===== src/rtl/ram_read_streamer_pkg.sv =====
// Shared types and constants for the RAM read-port streamer.
package ram_read_streamer_pkg;

  localparam int unsigned FIFO_DEPTH = 2;

  typedef logic [1:0] count_t;

  function automatic int unsigned lane_width(input int unsigned data_width,
                                             input int unsigned mask_width);
    return data_width / mask_width;
  endfunction

endpackage


===== src/rtl/ram_read_streamer_fifo.sv =====
// Two-entry register FIFO holding captured read responses; head is the oldest word.
module ram_read_streamer_fifo
  import ram_read_streamer_pkg::*;
#(
  parameter int unsigned DATA_WIDTH = 32
) (
  input  logic                  clk,
  input  logic                  reset,
  input  logic                  push,
  input  logic [DATA_WIDTH-1:0] push_data,
  input  logic                  pop,
  output logic [DATA_WIDTH-1:0] head,
  output count_t                count
);

  logic [DATA_WIDTH-1:0] tail;

  always_ff @(posedge clk) begin
    if (reset) begin
      count <= '0;
    end else begin
      assert (!(push && !pop && count == 2'(FIFO_DEPTH)));
      if (push && !pop)      count <= count + 2'd1;
      else if (pop && !push) count <= count - 2'd1;
    end
  end

  // Head only moves on a pop or when filling an empty FIFO, so it stays stable under stall.
  always_ff @(posedge clk) begin
    if (push && pop) begin
      if (count == 2'd2) begin
        head <= tail;
        tail <= push_data;
      end else begin
        head <= push_data;
      end
    end else if (pop) begin
      head <= tail;
    end else if (push) begin
      if (count == 2'd0) head <= push_data;
      else               tail <= push_data;
    end
  end

endmodule


===== src/rtl/ram_read_streamer.sv =====
// Valid/ready command/response wrapper around a 1-cycle registered RAM read port.
// Define RAM_READ_STREAMER_RUW_FWD_EN to forward same-cycle write lanes into the response.
module ram_read_streamer
  import ram_read_streamer_pkg::*;
#(
  parameter int unsigned ADDR_WIDTH = 10,
  parameter int unsigned DATA_WIDTH = 32,
  parameter int unsigned MASK_WIDTH = 4
) (
  input  logic                  clk,
  input  logic                  reset,
  input  logic                  cmd_valid,
  output logic                  cmd_ready,
  input  logic [ADDR_WIDTH-1:0] cmd_addr,
  output logic                  ram_rd_en,
  output logic [ADDR_WIDTH-1:0] ram_rd_addr,
  input  logic [DATA_WIDTH-1:0] ram_rd_data,
  output logic                  rsp_valid,
  input  logic                  rsp_ready,
  output logic [DATA_WIDTH-1:0] rsp_data,
  input  logic                  snoop_wr_en,
  input  logic [MASK_WIDTH-1:0] snoop_wr_mask,
  input  logic [ADDR_WIDTH-1:0] snoop_wr_addr,
  input  logic [DATA_WIDTH-1:0] snoop_wr_data
);

  logic                  inflight;
  count_t                count;
  logic                  pop_c;
  logic [2:0]            occ_c;
  logic [DATA_WIDTH-1:0] push_data_c;

  // Credit: buffered plus in-flight words, less the one leaving this cycle, must leave a free slot.
  assign pop_c       = rsp_valid & rsp_ready;
  assign occ_c       = 3'(count) + 3'(inflight) - 3'(pop_c);
  assign cmd_ready   = !reset && (occ_c < 3'(FIFO_DEPTH));
  assign ram_rd_en   = cmd_valid & cmd_ready;
  assign ram_rd_addr = cmd_addr;
  assign rsp_valid   = (count != '0);

  always_ff @(posedge clk) begin
    if (reset) inflight <= 1'b0;
    else       inflight <= ram_rd_en;
  end

`ifdef RAM_READ_STREAMER_RUW_FWD_EN
  localparam int unsigned LANE_W = lane_width(DATA_WIDTH, MASK_WIDTH);

  logic                  fwd_hit;
  logic [MASK_WIDTH-1:0] fwd_mask;
  logic [DATA_WIDTH-1:0] fwd_data;

  // Capture a write colliding with the issued read so its lanes override the RAM word.
  always_ff @(posedge clk) begin
    if (reset) fwd_hit <= 1'b0;
    else       fwd_hit <= ram_rd_en && snoop_wr_en && (snoop_wr_addr == cmd_addr);
    fwd_mask <= snoop_wr_mask;
    fwd_data <= snoop_wr_data;
  end

  always_comb begin
    push_data_c = ram_rd_data;
    for (int unsigned i = 0; i < MASK_WIDTH; i++) begin
      if (fwd_hit && fwd_mask[i])
        push_data_c[i*LANE_W +: LANE_W] = fwd_data[i*LANE_W +: LANE_W];
    end
  end
`else
  logic unused_snoop;

  assign push_data_c  = ram_rd_data;
  assign unused_snoop = ^{snoop_wr_en, snoop_wr_mask, snoop_wr_addr, snoop_wr_data};
`endif

  ram_read_streamer_fifo #(
    .DATA_WIDTH(DATA_WIDTH)
  ) u_fifo (
    .clk      (clk),
    .reset    (reset),
    .push     (inflight),
    .push_data(push_data_c),
    .pop      (pop_c),
    .head     (rsp_data),
    .count    (count)
  );

endmodule


===== config.mk =====
export PLATFORM = sky130hd
export DESIGN_NAME = ram_read_streamer
export DESIGN_NICKNAME = d
export VERILOG_FILES = /design/src/rtl/ram_read_streamer_pkg.sv /design/src/rtl/ram_read_streamer_fifo.sv /design/src/rtl/ram_read_streamer.sv
export SDC_FILE = /design/constraint.sdc
export NUM_CORES = 1
export LEC_CHECK = 0
export CAP_MARGIN = 10
export CORE_MARGIN = 4
export CORE_UTILIZATION = 41
export CTS_BUF_LIST = sky130_fd_sc_hd__clkbuf_8
export CTS_CLUSTER_SIZE = 24
export DETAILED_ROUTE_END_ITERATION = 8
export PLACE_DENSITY = 0.82
export SYNTH_ARGS = -nofsm -noshare
export SYNTH_HDL_FRONTEND = slang
export SYNTH_SLANG_ARGS = --single-unit

===== constraint.sdc =====
create_clock -name clk -period 4.9 [get_ports clk]
set_clock_uncertainty 0.1 [all_clocks]
set_input_delay 1.225 -clock clk [delete_from_list [all_inputs] [get_ports clk]]
set_output_delay 1.225 -clock clk [all_outputs]
set_load 0.005 [all_outputs]

== Yosys cells after proc, flatten, opt, wreduce, memory -nomap -nowiden ==
Cells that the tools add are included.
W data, S select, Z words.

* Add/subtract/negate cells: 4
* $mul: 0
* Div/mod/pow operators: 0
* Order comparisons: 1
* Equal/unequal tests: 4
* Shifts and indexed selects: 0
* Multiplexer cells: 12
* Bitwise operators: 2
* Reduce and logical (&&, ||, !) cells: 15

{| class="wikitable"
|+ Operators with widths
! kind !! count
|-
| $mux W32 || 10
|-
| $reduce_bool A2 Y1 || 3
|-
| $reduce_bool A3 Y1 || 2
|-
| $logic_and A1 B1 Y1 || 4
|-
| $mux W2 || 2
|-
| $ne A2 B1 Y1 const B || 2
|-
| $reduce_and A4 Y1 || 1
|-
| $add A2 B1 Y3 || 1
|-
| $logic_not A1 Y1 || 3
|-
| $lt A3 B2 Y1 const B || 1
|-
| $sub A3 B1 Y3 || 1
|-
| $add A2 B1 Y2 const B || 1
|-
| $and A1 B1 Y1 || 2
|-
| $eq A2 B2 Y1 const B || 1
|-
| $logic_not A2 Y1 || 1
|-
| $ne A2 B2 Y1 const B || 1
|-
| $reduce_and A2 Y1 || 1
|-
| $sub A2 B1 Y2 const B || 1
|}

* Register bits after elaboration: 67
* Latch bits: 0
* RAM bits: 0
* ROM bits: 0
* Bits of input ports: 93
* Output and inout port bits: 45
* Logic and storage cells: 42
* Memories kept: 0

== Logic depth before layout (Yosys ltp) ==
Gate-level depths: netlist of the first run.

* Depth in word-level cells: 6
* Depth in mapped cells: 7
* Mapped depth without buffers: 6

== Modules after synthesis ==
Synthesis of the first run repeated with hierarchy kept, for this count alone.

* Cells, all modules: 142
* Area total of the unflattened synthesis: 2836.5 sq um

{| class="wikitable"
|+ By module, submodules not included
! module !! times used !! cells an instance !! area each (sq um) !! sequential area each (sq um)
|-
| ram_read_streamer_fifo || 1 || 121 || 2645.0 || 1961.9
|-
| ram_read_streamer || 1 || 21 || 191.4 || 20.0
|}

== Least setup slack after synthesis of the first run ==
OpenSTA, ideal clock, no wires.

* Path kind: input -> output
* Start point: input rsp_ready
* End point: output ram_rd_en
* Arrival time: 2.510 ns
* Data required time: 3.575 ns
* Slack: 1.065 ns
* Stages on the path: 6
* Path buffers: 0
* Cell sequence: and3b_1 -> o21ai_0 -> fa_1 -> xor2_1 -> nor3b_1 -> and2_1

* Cells in the longest elaborated chain, start to end: 5

{| class="wikitable"
|+ RTL lines
! what !! line !! source
|-
| start: declaration || ram_read_streamer.sv:19 || <nowiki>input logic rsp_ready,</nowiki>
|-
| $and A1 B1 Y1 || ram_read_streamer.sv:34 || <nowiki>assign pop_c = rsp_valid & rsp_ready;</nowiki>
|-
| $sub A3 B1 Y3 || ram_read_streamer.sv:35 || <nowiki>assign occ_c = 3'(count) + 3'(inflight) - 3'(pop_c);</nowiki>
|-
| $lt A3 B2 Y1 || ram_read_streamer.sv:36 || <nowiki>assign cmd_ready = !reset && (occ_c < 3'(FIFO_DEPTH));</nowiki>
|-
| $logic_and A1 B1 Y1 || ram_read_streamer.sv:36 ||
|-
| net cmd_ready || ram_read_streamer.sv:13 || <nowiki>output logic cmd_ready,</nowiki>
|-
| $and A1 B1 Y1 || ram_read_streamer.sv:37 || <nowiki>assign ram_rd_en = cmd_valid & cmd_ready;</nowiki>
|-
| end: declaration || ram_read_streamer.sv:15 || <nowiki>output logic ram_rd_en,</nowiki>
|}

The timed path passes the listed nets, and every way through them passes these cells.

== Worst setup path in the final report of the first run ==
* Start point: input rsp_ready
* End point: output ram_rd_en

* Cells in the longest elaborated chain, start to end: 5

{| class="wikitable"
|+ RTL lines
! what !! line
|-
| $and A1 B1 Y1 || ram_read_streamer.sv:34
|-
| $sub A3 B1 Y3 || ram_read_streamer.sv:35
|-
| $lt A3 B2 Y1 || ram_read_streamer.sv:36
|-
| $logic_and A1 B1 Y1 || ram_read_streamer.sv:36
|-
| $and A1 B1 Y1 || ram_read_streamer.sv:37
|}

Every way passes these cells.

==> results of run 1 <==
-- state kept, by name (all words and copies together) (netlist names) --
| signal | count |
|---|---|
| u_fifo.tail | 32 |
| u_fifo.head | 32 |
| u_fifo.count | 2 |
| inflight | 1 |
-- critical path, cell delays in order --
cell and delay (ps):
clkdlybuf4s50_1 480, and3b_2 210, o21ai_0 120, fa_2 540, nor3b_2 200, and2_1 150
clkdlybuf4s50_1 500
-- final cells by class --
class                      count  area, µm²  area share, %
clock buffer                   9      123.9          3.399
tap                           77      96.34          2.643
clock inverter                 6      58.81          1.613
timing repair buffer          73      723.2          19.84
sequential                    67       1982          54.38
multi-input combinational     53      656.9          18.02
inverter                       1      3.754         0.1030
-- per-stage QoR --
stage	total power, µW	utilization (%)	cells	cell area, µm²	setup WS [ps]
global placement	1620	53.65	270	3446	87.65
CTS	2083	56.50	285	3628	6.866
detailed placement	1649	53.65	270	3446	20.54
finish	2065	56.75	286	3645	138.1
global route	2182	56.75	286	3645	1.291
floorplan	1332	-	135	2739	1065
-- power by group through the flow --
| stage | clock, µW | sequential [µW] | combinational, µW |
|---|---|---|---|
| final | 428 | 912 | 724 |
| after global routing | 470 | 930 | 782 |
| after CTS | 443 | 915 | 725 |
| after detailed placement | 0 | 928 | 721 |
| after global placement | 0 | 917 | 703 |
| after floorplan | 0 | 934 | 397 |
-- path summary, 6_finish.rpt --
check                                    start                        to  slack (ps)  cells after the start
setup / recovery                     rsp_ready                 ram_rd_en         140                      7
hold / removal        u_fifo.tail[7]$_DFFE_PP_  u_fifo.head[7]$_DFFE_PP_         450                      1
setup reg to reg  u_fifo.count[0]$_SDFFE_PP0P_  u_fifo.tail[6]$_DFFE_PP_        2750                      3
hold reg to reg       u_fifo.tail[7]$_DFFE_PP_  u_fifo.head[7]$_DFFE_PP_         450                      1
-- cells by family (layout without fill, tap and decap cells) --
logic type                 after synthesis  in the layout  synth area share, %
and+or+nand+nor                         10             10                2.239
muxes                                   32             32                17.27
xor gates and xnor gates                 3              3               0.9595
AOI/OAI and AO/OA                        6              6                1.598
buffers and inverters                   15             89                4.385
DFF                                     67             67                72.36
adders and majority gates                2              2                1.188
-- placed cells by master (no fill, tap or decap), drive strengths merged --
master	Yosys	routed
or2	1	1
dfxtp	3	3
nor3b	1	1
nor2	1	1
clkbuf	0	9
edfxtp	64	64
clkdlybuf4s50	0	70
nor2b	1	1
o21ai	4	4
inv	1	2
and3b	1	1
clkinv	0	2
ha	1	1
nand2	1	1
a21oi	1	1
or3	1	1
clkinvlp	0	2
xor2	3	3
buf	14	3
a21o	1	1
mux2	32	32
fa	1	1
and2	2	2
bufinv	0	1
and3	1	1
-- layer usage --
layer	vias up	share of wire [%]	track usage [%]
li1	639	-	-
met1	645	43	15.42
met2	57	50	19.99
met3	4	5.8	6.344
met4	0	1.2	5.364
met5	-	0	0
-- repair_timing --
item	in CTS	in global routing
setup endpoints to repair	0	2
hold endpoints to repair	0	0
setup buffers	0	1
gates resized for setup	0	3
==> impl_results.md, run 1 <==
- Grt ovf: 0
- Via count: roughly 1,300
- Fin nets: 300
- H-Tree Depth: 3
- Dpl hpwl: ~3400 µm
- Synthesized Nets: 230
- Seq/Total Area, Yosys: between 70 and 80%
- Initial DRC count: 44
- Ys Warns: 0
- Unrepaired setup endpoints after global routing: false
- CP Max Fanout: 3
- Initial Utilization: a little over two fifths
- IO Count: 138
- Critical Path RT: 3580 ps
- Area delta synth->final: 33.07%
- RD Place Congestion: ~0.66
- WHS: approximately 450 ps
- Hold crit path type: flip-flop to flip-flop
- Post-synth top area cell: edfxtp_1
- Number of flops mapped to enable cells by yosys: between 60 and 70
- Cell Rows: 29
- Antenna cells: 0
- Die extent in y: between 80 and 90 µm
- Reg power frac: roughly 44%
- Crit path DAT: ~3400 ps
- Core Region: 6422 µm²
- Pwr dens: 566.5 nW/µm²
- Net Sw Frac: between 20% and 30%
- Comb pwr share: a little over a third
- # DRC: 0
- # setup viols final: 0
- Gr usage total: about an eighth
- Relative slew slack: approximately 33%
- Root buf cell: clkbuf_8
- Leakage: 0.001362 µW
- Fmax: ~210 MHz
- Top-count cell post-synth: edfxtp_1
- Total wire length: just under 5000 µm
- CTS max path bufs: 2
- Sw Pwr: 565.1 µW
- Die footprint: 8051 µm²
- I/O Buffers: 70
- WL/cell: around 17 µm
- CTS tree: built
- Vias in the first global route: approximately 1,400
- Initial antenna violation count: 0
- Final period util: a little over nine tenths
- Synthesized area per cell: just over 20 µm²
- Top cell type's share of synthesized area: between 70% and 80%
- First-pass GRT wire length: approximately 8000 µm
- Main synth FF type: edfxtp_1
- Startpoint Class: input port
- Status: finished, final reports clean
- # fillers: 480
- # hold bufs at CTS: 0
- Die X: approximately 90 µm
- Internal: 1500 µW
- Post-route ant nets: 0
- Clock power frac: about a fifth
- Via density: between 4 and 5
- Setup TNS: 0 ps
- Largest net degree at the start of global routing: 33
- CP Class: input port to output pin
- Syn Std Cell Area: between 2000 and 3000 µm²
- Number of max-slew violations in the final report: 0
- IR drop worst, VDD: 386.2 µV
- Crit. End Element: output pin
- Async S/R FF share, synth: 0%
- Top cells by area, synth: edfxtp_1 70%, mux2_4 16%, buf_4 3.0%
- Register bit total from synthesis: 67
- Max-Cap Viols: 0
- Worst-Skew Late Latency: about 330 ps
- Cell count after synthesis: approximately 140
- Worst-path clk slew: ~60 ps
- Layout cell share with drive strength beyond 1: 26.79%
- Synth cell types: 23
- Synth top cells by count: 64 x edfxtp_1, 30 x mux2_4, 11 x buf_4
- Total CTS buffers: 9
- Final Hold Fails: 0
- Slew @ Worst Pin: about 1000 ps
- Min Clock Period, post-route: 4762 ps
- Sink Count: 67
- Pre-antenna DRT Iters: 4
No activity file was read; power rests on OpenSTA's default activity.
==> run 2: changes to the inputs <==
Settings changed: CORE_UTILIZATION 41 to 37, GPL_TIMING_DRIVEN set to 0, PLACE_DENSITY 0.82 to 0.78, RECOVER_POWER set to 50.
Clock period 4.9 ns to 4.38 ns, I/O delays scaled along.
==> impl_results.md, run 2 (synthesis results as in run 1) <==
- Fin nets: 325 (+8.3%)
- Cell Rows: 31 (+6.9%)
- IO Count: 138 (unchanged)
- Status: finished with violations
- Setup TNS: 0 ps (unchanged)
- First-pass GRT wire length: 7010 µm (-11%)
- Reg2Reg Depth: 4 (+1)
- # setup viols final: 0 (unchanged)
- Final worst slack: 242.1 ps (+104.0 ps)
- RR Startpoint: u_fifo.count[0]$_SDFFE_PP0P_
- Initial Utilization: 37.96% (-4.7 points)
- CP Class: input port to output pin
- Post-route ant nets: 0 (unchanged)
- Antenna cells: 0 (unchanged)
- Dpl hpwl: 3322 µm (-3.6%)
- Via count: 1,419 (+5.5%)
- FF-to-FF setup slack: 690 ps (-2060 ps)
- Layout cell share with drive strength beyond 1: 18.45% (-8.3 points)
- Critical path depth in cells: 8 (+1)
- Total power: 2243 µW (+8.7%)
- Grt ovf: 0 (unchanged)
- Comb pwr share: 34.9% (-0.2 points)
- Commonest cells after routing, fill and taps aside: 64 x edfxtp_1, 47 x clkdlybuf4s50_1, 32 x dlygate4sd3_1
- Finished Core Util: 52.48% (-4.3 points)
- Gr usage total: 10.79% (-2.1 points)
- Min Clock Period, post-route: slightly above 4000 ps
- Pre-antenna DRT Iters: 4 (unchanged)
- H-Tree Depth: 3 (unchanged)
- Critical Path RT: 3180 ps (-400 ps)
- Via density: 4.274 (-9.1%)
- RD Place Congestion: 0.6131 (-7.0%)
- Sink Count: 67 (unchanged)
- # fillers: 613 (+28%)
- Relative slew slack: -41.72% (-74 points)
- CTS max path bufs: 2 (unchanged)
- Worst-Skew Late Latency: 330 ps (about the same)
- Initial antenna violation count: 0 (unchanged)
- Die X: 94.04 µm (+4.8%)
- Crit path DAT: 2940 ps (-500 ps)
- Root buf cell: clkbuf_8
- Vias in the first global route: 1,393 (-2.7%)
- Initial DRC count: 28 (-36%)
- Hold crit path type: flip-flop to flip-flop
- Sw Pwr: 596.7 µW (+5.6%)
- Largest registers: u_fifo.head x32, u_fifo.tail x32, u_fifo.count x2
- Largest net degree at the start of global routing: 19 (-42%)
- Most common cell after layout, fill and taps aside: edfxtp_1
- Final Hold Fails: 0 (unchanged)
- Startpoint Class: input port
- Total wire length: 4580 µm (-6.7%)
- Unrepaired setup endpoints after global routing: false
- Total CTS buffers: 9 (unchanged)
- Slew @ Worst Pin: 2104 ps (+1097 ps)
- Worst path buffer plus inverter count: 3 (+1)
- Fmax: between 200 and 250 MHz
- Slowest stage cell on the critical path: clkdlybuf4s50_1
- Crit path to: ram_rd_en
- Placed Cells: 316 (+17%)
- Die extent in y: 94.04 µm (+4.8%)
- Internal: 1647 µW (+9.8%)
- CP Launch Point: rsp_ready
- R2R Path End: u_fifo.head[26]$_DFFE_PP_
- WL/cell: 13.80 µm (-20%)
- Core Region: 7214 µm² (+12%)
- Area delta synth->final: 38.24%
- Pwr dens: 592.5 nW/µm² (+4.6%)
- CP max stage delay: 500 ps (-40 ps)
- # hold bufs at CTS: 0 (unchanged)
- Final period util: 94.47%
- Worst-path clk slew: 60 ps (about the same)
- Crit. End Element: output pin
- Reg power frac: 44.8% (+0.6 points)
- Failing checks: max-capacitance violations, max-slew violations
- Clock power frac: 20.3% (-0.4 points)
- Net Sw Frac: 26.60% (-0.77 points)
- CP Max Fanout: 4 (+1)
- Hold Crit Depth: 1 (unchanged)
- Number of max-slew violations in the final report: 16 (+16)
- I/O Buffers: 80 (+14%)
- Non-filler instance count after layout: 332 (+16%)
- # DRC: 0 (unchanged)
- CP delay by family, top: buffers and inverters
- CTS tree: built
- Worst path cell trace: clkbuf_2 -> and3b_1 -> buf_4 -> fa_1 -> xor2_1 -> nor3b_2 -> and2_1 -> clkdlybuf4s50_1
- IR drop worst, VDD: 332.8 µV (-14%)
- Leakage: 0.001376 µW (+1.0%)
- Post-Place Setup Slack: -312.9 ps (-333.4 ps)
- Max-Cap Viols: 1 (+1)
- Die footprint: 8843 µm² (+9.8%)
[run 2: cell count changes in the layout (fill, tap and decap cells not counted), sizes merged]
cell and change:
buf +10, clkbuf +6, clkdlybuf4s50 -23, clkinv +2, clkinvlp -2, dlygate4sd3 +32, inv -1
[run 2: per-stage QoR]
step / instance area (µm²) / hold WS, ps
6_report: 3786 / 424.8
5_1_grt: 3786 / 439.2
4_1_cts: 3911 / 446.5
3_5_place_dp: 3730 / 432.9
3_3_place_gp: 3664 / 431.4
2_1_floorplan: 2739 / 424.6
[run 2: final cells by class]
class | count | area [µm²] | share of cell area (%)
Multi-Input combinational cell | 53 | 574.3 | 15.17
Buffer | 14 | 90.09 | 2.379
Clock inverter | 5 | 46.29 | 1.223
Clock buffer | 9 | 123.9 | 3.272
Tap cell | 99 | 123.9 | 3.272
Inverter | 1 | 3.754 | 0.09914
Sequential cell | 67 | 1982 | 52.35
Timing Repair Buffer | 84 | 842.1 | 22.24
[run 2: worst min-delay path by stage]
stage	to	slack [ps]	start
detailed placement	u_fifo.head[9]$_DFFE_PP_	430	u_fifo.tail[9]$_DFFE_PP_
finish	u_fifo.head[21]$_DFFE_PP_	420	u_fifo.tail[21]$_DFFE_PP_
global placement	u_fifo.head[16]$_DFFE_PP_	430	u_fifo.tail[16]$_DFFE_PP_
global route	u_fifo.head[20]$_DFFE_PP_	440	u_fifo.tail[20]$_DFFE_PP_
floorplan	u_fifo.head[0]$_DFFE_PP_	420	u_fifo.tail[0]$_DFFE_PP_
CTS	u_fifo.head[20]$_DFFE_PP_	450	u_fifo.tail[20]$_DFFE_PP_
[run 2: power groups by stage]
| stage | combinational (µW) | clock (µW) | sequential [µW] |
|---|---|---|---|
| 4_1_cts | 929 | 474 | 1000 |
| 6_report | 783 | 455 | 1010 |
| 5_1_grt | 863 | 503 | 1020 |
| 2_1_floorplan | 445 | 0 | 1040 |
| 3_3_place_gp | 824 | 0 | 1040 |
| 3_5_place_dp | 919 | 0 | 1020 |
[run 2: worst reg2reg max path, cell delays in order, from the launching register on]
cell and delay (ps):
dfxtp_1 290, clkbuf_1 180, or2_2 330, o21ai_0 1580, clkbuf_1 820
[run 2: repair_timing]
item / in CTS / in global routing
setup buffers: 1 / 1
gates resized for setup: 2 / 2
endpoints found under the setup margin: 2 / 1
pin swaps: 0 / 1
cloned: 0 / 0
[run 2: routing by layer]
layer / vias up / wire [µm] / global-route usage [%]
met5: - / 0 / 0
li1: 691 / - / -
met3: 11 / 357 / 3.686
met2: 55 / 2255 / 17.03
met1: 662 / 1880 / 12.81
met4: 0 / 87 / 6.137
==> run 3: changes to the inputs <==
Settings changed: SLEW_MARGIN set to 15.
==> impl_results.md, run 3 (synthesis results as in run 1) <==
- Placed Cells: 315 (-0.32%)
- Initial Utilization: 37.96% (unchanged)
- H-Tree Depth: 3 (unchanged)
- Placed instance area: 3704 µm² (-0.70%)
- CP max stage delay: 500 ps (about the same)
- Root buf cell: clkbuf_8
- RD Place Congestion: 0.6131 (unchanged)
- First-pass GRT wire length: 7107 µm (+1.4%)
- Sink Count: 67 (unchanged)
- CP Class: input port to output pin
- Non-filler instance count after layout: 333 (+0.30%)
- # fillers: 623 (+1.6%)
- # hold bufs at CTS: 0 (unchanged)
- Hold crit path type: flip-flop to flip-flop
- Worst path buffer plus inverter count: 3 (unchanged)
- Max-Cap Viols: 1 (unchanged)
- Initial DRC count: 27 (-3.6%)
- Cell Rows: 31 (unchanged)
- Die X: 94.04 µm (unchanged)
- Leakage: 0.001362 µW (-0.99%)
- Slowest stage cell on the critical path: clkdlybuf4s50_1
- Fmax: 236.0 MHz (-2.4%)
- Slew @ Worst Pin: 2099 ps (-5.007 ps)
- WHS: 432.3 ps (+7.491 ps)
- Min Clock Period, post-route: 4238 ps (+100.2 ps)
- Total CTS buffers: 9 (unchanged)
- Worst-Skew Late Latency: 340 ps (about the same)
- IR drop worst, VDD: 361.5 µV (+8.6%)
- Antenna cells: 0 (unchanged)
- Crit path DAT: 3040 ps (+100 ps)
- CP delay by family, top: buffers and inverters
- Grt ovf: 0 (unchanged)
- Final period util: 96.76% (+2.3 points)
- Area delta synth->final: 38.01%
- CP Max Fanout: 4 (unchanged)
- Initial antenna violation count: 0 (unchanged)
- FF-to-FF setup slack: 710 ps (+20 ps)
- I/O Buffers: 80 (unchanged)
- Pre-antenna DRT Iters: 4 (unchanged)
- Final Hold Fails: 0 (unchanged)
- Total wire length: 4692 µm (+2.4%)
- # DRC: 0 (unchanged)
- Critical Path RT: 3180 ps (about the same)
- Die footprint: 8843 µm² (unchanged)
- Number of max-slew violations in the final report: 16 (unchanged)
- Layout cell share with drive strength beyond 1: 18.80% (+0.35 points)
- Final Cell Area: 3780 µm² (-0.17%)
- Register area: 1982 µm² (unchanged)
- Gr usage total: 10.94% (+0.15 points)
- Fin nets: 324 (-0.31%)
- Core Region: 7214 µm² (unchanged)
- Status: finished with violations
- Unrepaired setup endpoints after global routing: false
- Failing checks: max-capacitance violations, max-slew violations
- Startpoint Class: input port
- Vias in the first global route: 1,414 (+1.5%)
- Post-Place Setup Slack: -297.0 ps (+15.90 ps)
- Worst-path clk slew: 80 ps (+20 ps)
- Setup TNS: 0 ps (unchanged)
- Commonest cells after routing, fill and taps aside: 64 x edfxtp_1, 47 x clkdlybuf4s50_1, 32 x dlygate4sd3_1
- Largest registers: u_fifo.head x32, u_fifo.tail x32, u_fifo.count x2
- Final worst slack: 141.9 ps (-100.2 ps)
- Crit. End Element: output pin
- # setup viols final: 0 (unchanged)
- Via count: 1,444 (+1.8%)
- Largest net degree at the start of global routing: 33 (+14)
- Dpl hpwl: 3222 µm (-3.0%)
- Die extent in y: 94.04 µm (unchanged)
- Post-route ant nets: 0 (unchanged)
- Relative slew slack: -41.39% (+0.34 points)
- Multi-input combinational cell area: 568.0 µm² (-1.1%)
- Most common cell after layout, fill and taps aside: edfxtp_1
- CTS tree: built
- Via density: 4.336 (+1.5%)
- Worst path cell trace: clkdlybuf4s15_1 -> and3b_1 -> buf_4 -> fa_1 -> xor2_1 -> nor3b_2 -> and2_1 -> clkdlybuf4s50_1
- IO Count: 138 (unchanged)
- WL/cell: 14.09 µm (+2.1%)
- Pwr dens: 599.3 nW/µm² (+1.1%)
- CTS max path bufs: 2 (unchanged)
==> run 3: path summary, 6_finish.rpt <==
kind                                to                          from  cells after the start
min          u_fifo.head[17]$_DFFE_PP_     u_fifo.tail[17]$_DFFE_PP_                      1
max                          ram_rd_en                     rsp_ready                      8
max reg2reg  u_fifo.head[26]$_DFFE_PP_  u_fifo.count[0]$_SDFFE_PP0P_                      4
min reg2reg  u_fifo.head[17]$_DFFE_PP_     u_fifo.tail[17]$_DFFE_PP_                      1
==> run 3: layout make-up <==
cell class | count | share of cell area [%]
multi-input cells | 53 | 15.03
repair buffers | 83 | 21.68
well taps | 99 | 3.277
clock inverters | 7 | 1.821
inverters | 1 | 0.09930
flip-flops and latches | 67 | 52.43
clock buffers | 9 | 3.277
plain buffers | 14 | 2.383
==> run 3: metal layers <==
layer / part of all wire [%] / up-vias / wire (µm) / GRT usage [%]
met5: 0 / - / 0 / 0
met4: 2.0 / 0 / 94 / 6.498
met3: 7.8 / 9 / 366 / 4.006
met2: 48 / 59 / 2262 / 16.91
met1: 42 / 680 / 1968 / 12.99
li1: - / 696 / - / -
==> run 3: repair_timing <==
item | 4_1_cts | 5_1_grt
setup endpoints to repair | 2 | 1
setup buffers | 2 | 0
pin swaps | 1 | 0
gates resized for setup | 2 | 1
==> run 3: report_power, final <==
part	internal (µW)	switching (µW)	total, µW
sequential	958	48.1	1010
combinational	426	339	764
clock	260	236	495
==> run 3: metrics by stage <==
stage / total power [µW] / utilization, %
after floorplan: 1490 / -
after global placement: 1868 / 50.78
after detailed placement: 1922 / 51.34
after CTS: 2443 / 54.27
after global routing: 2405 / 52.39
final: 2265 / 52.39
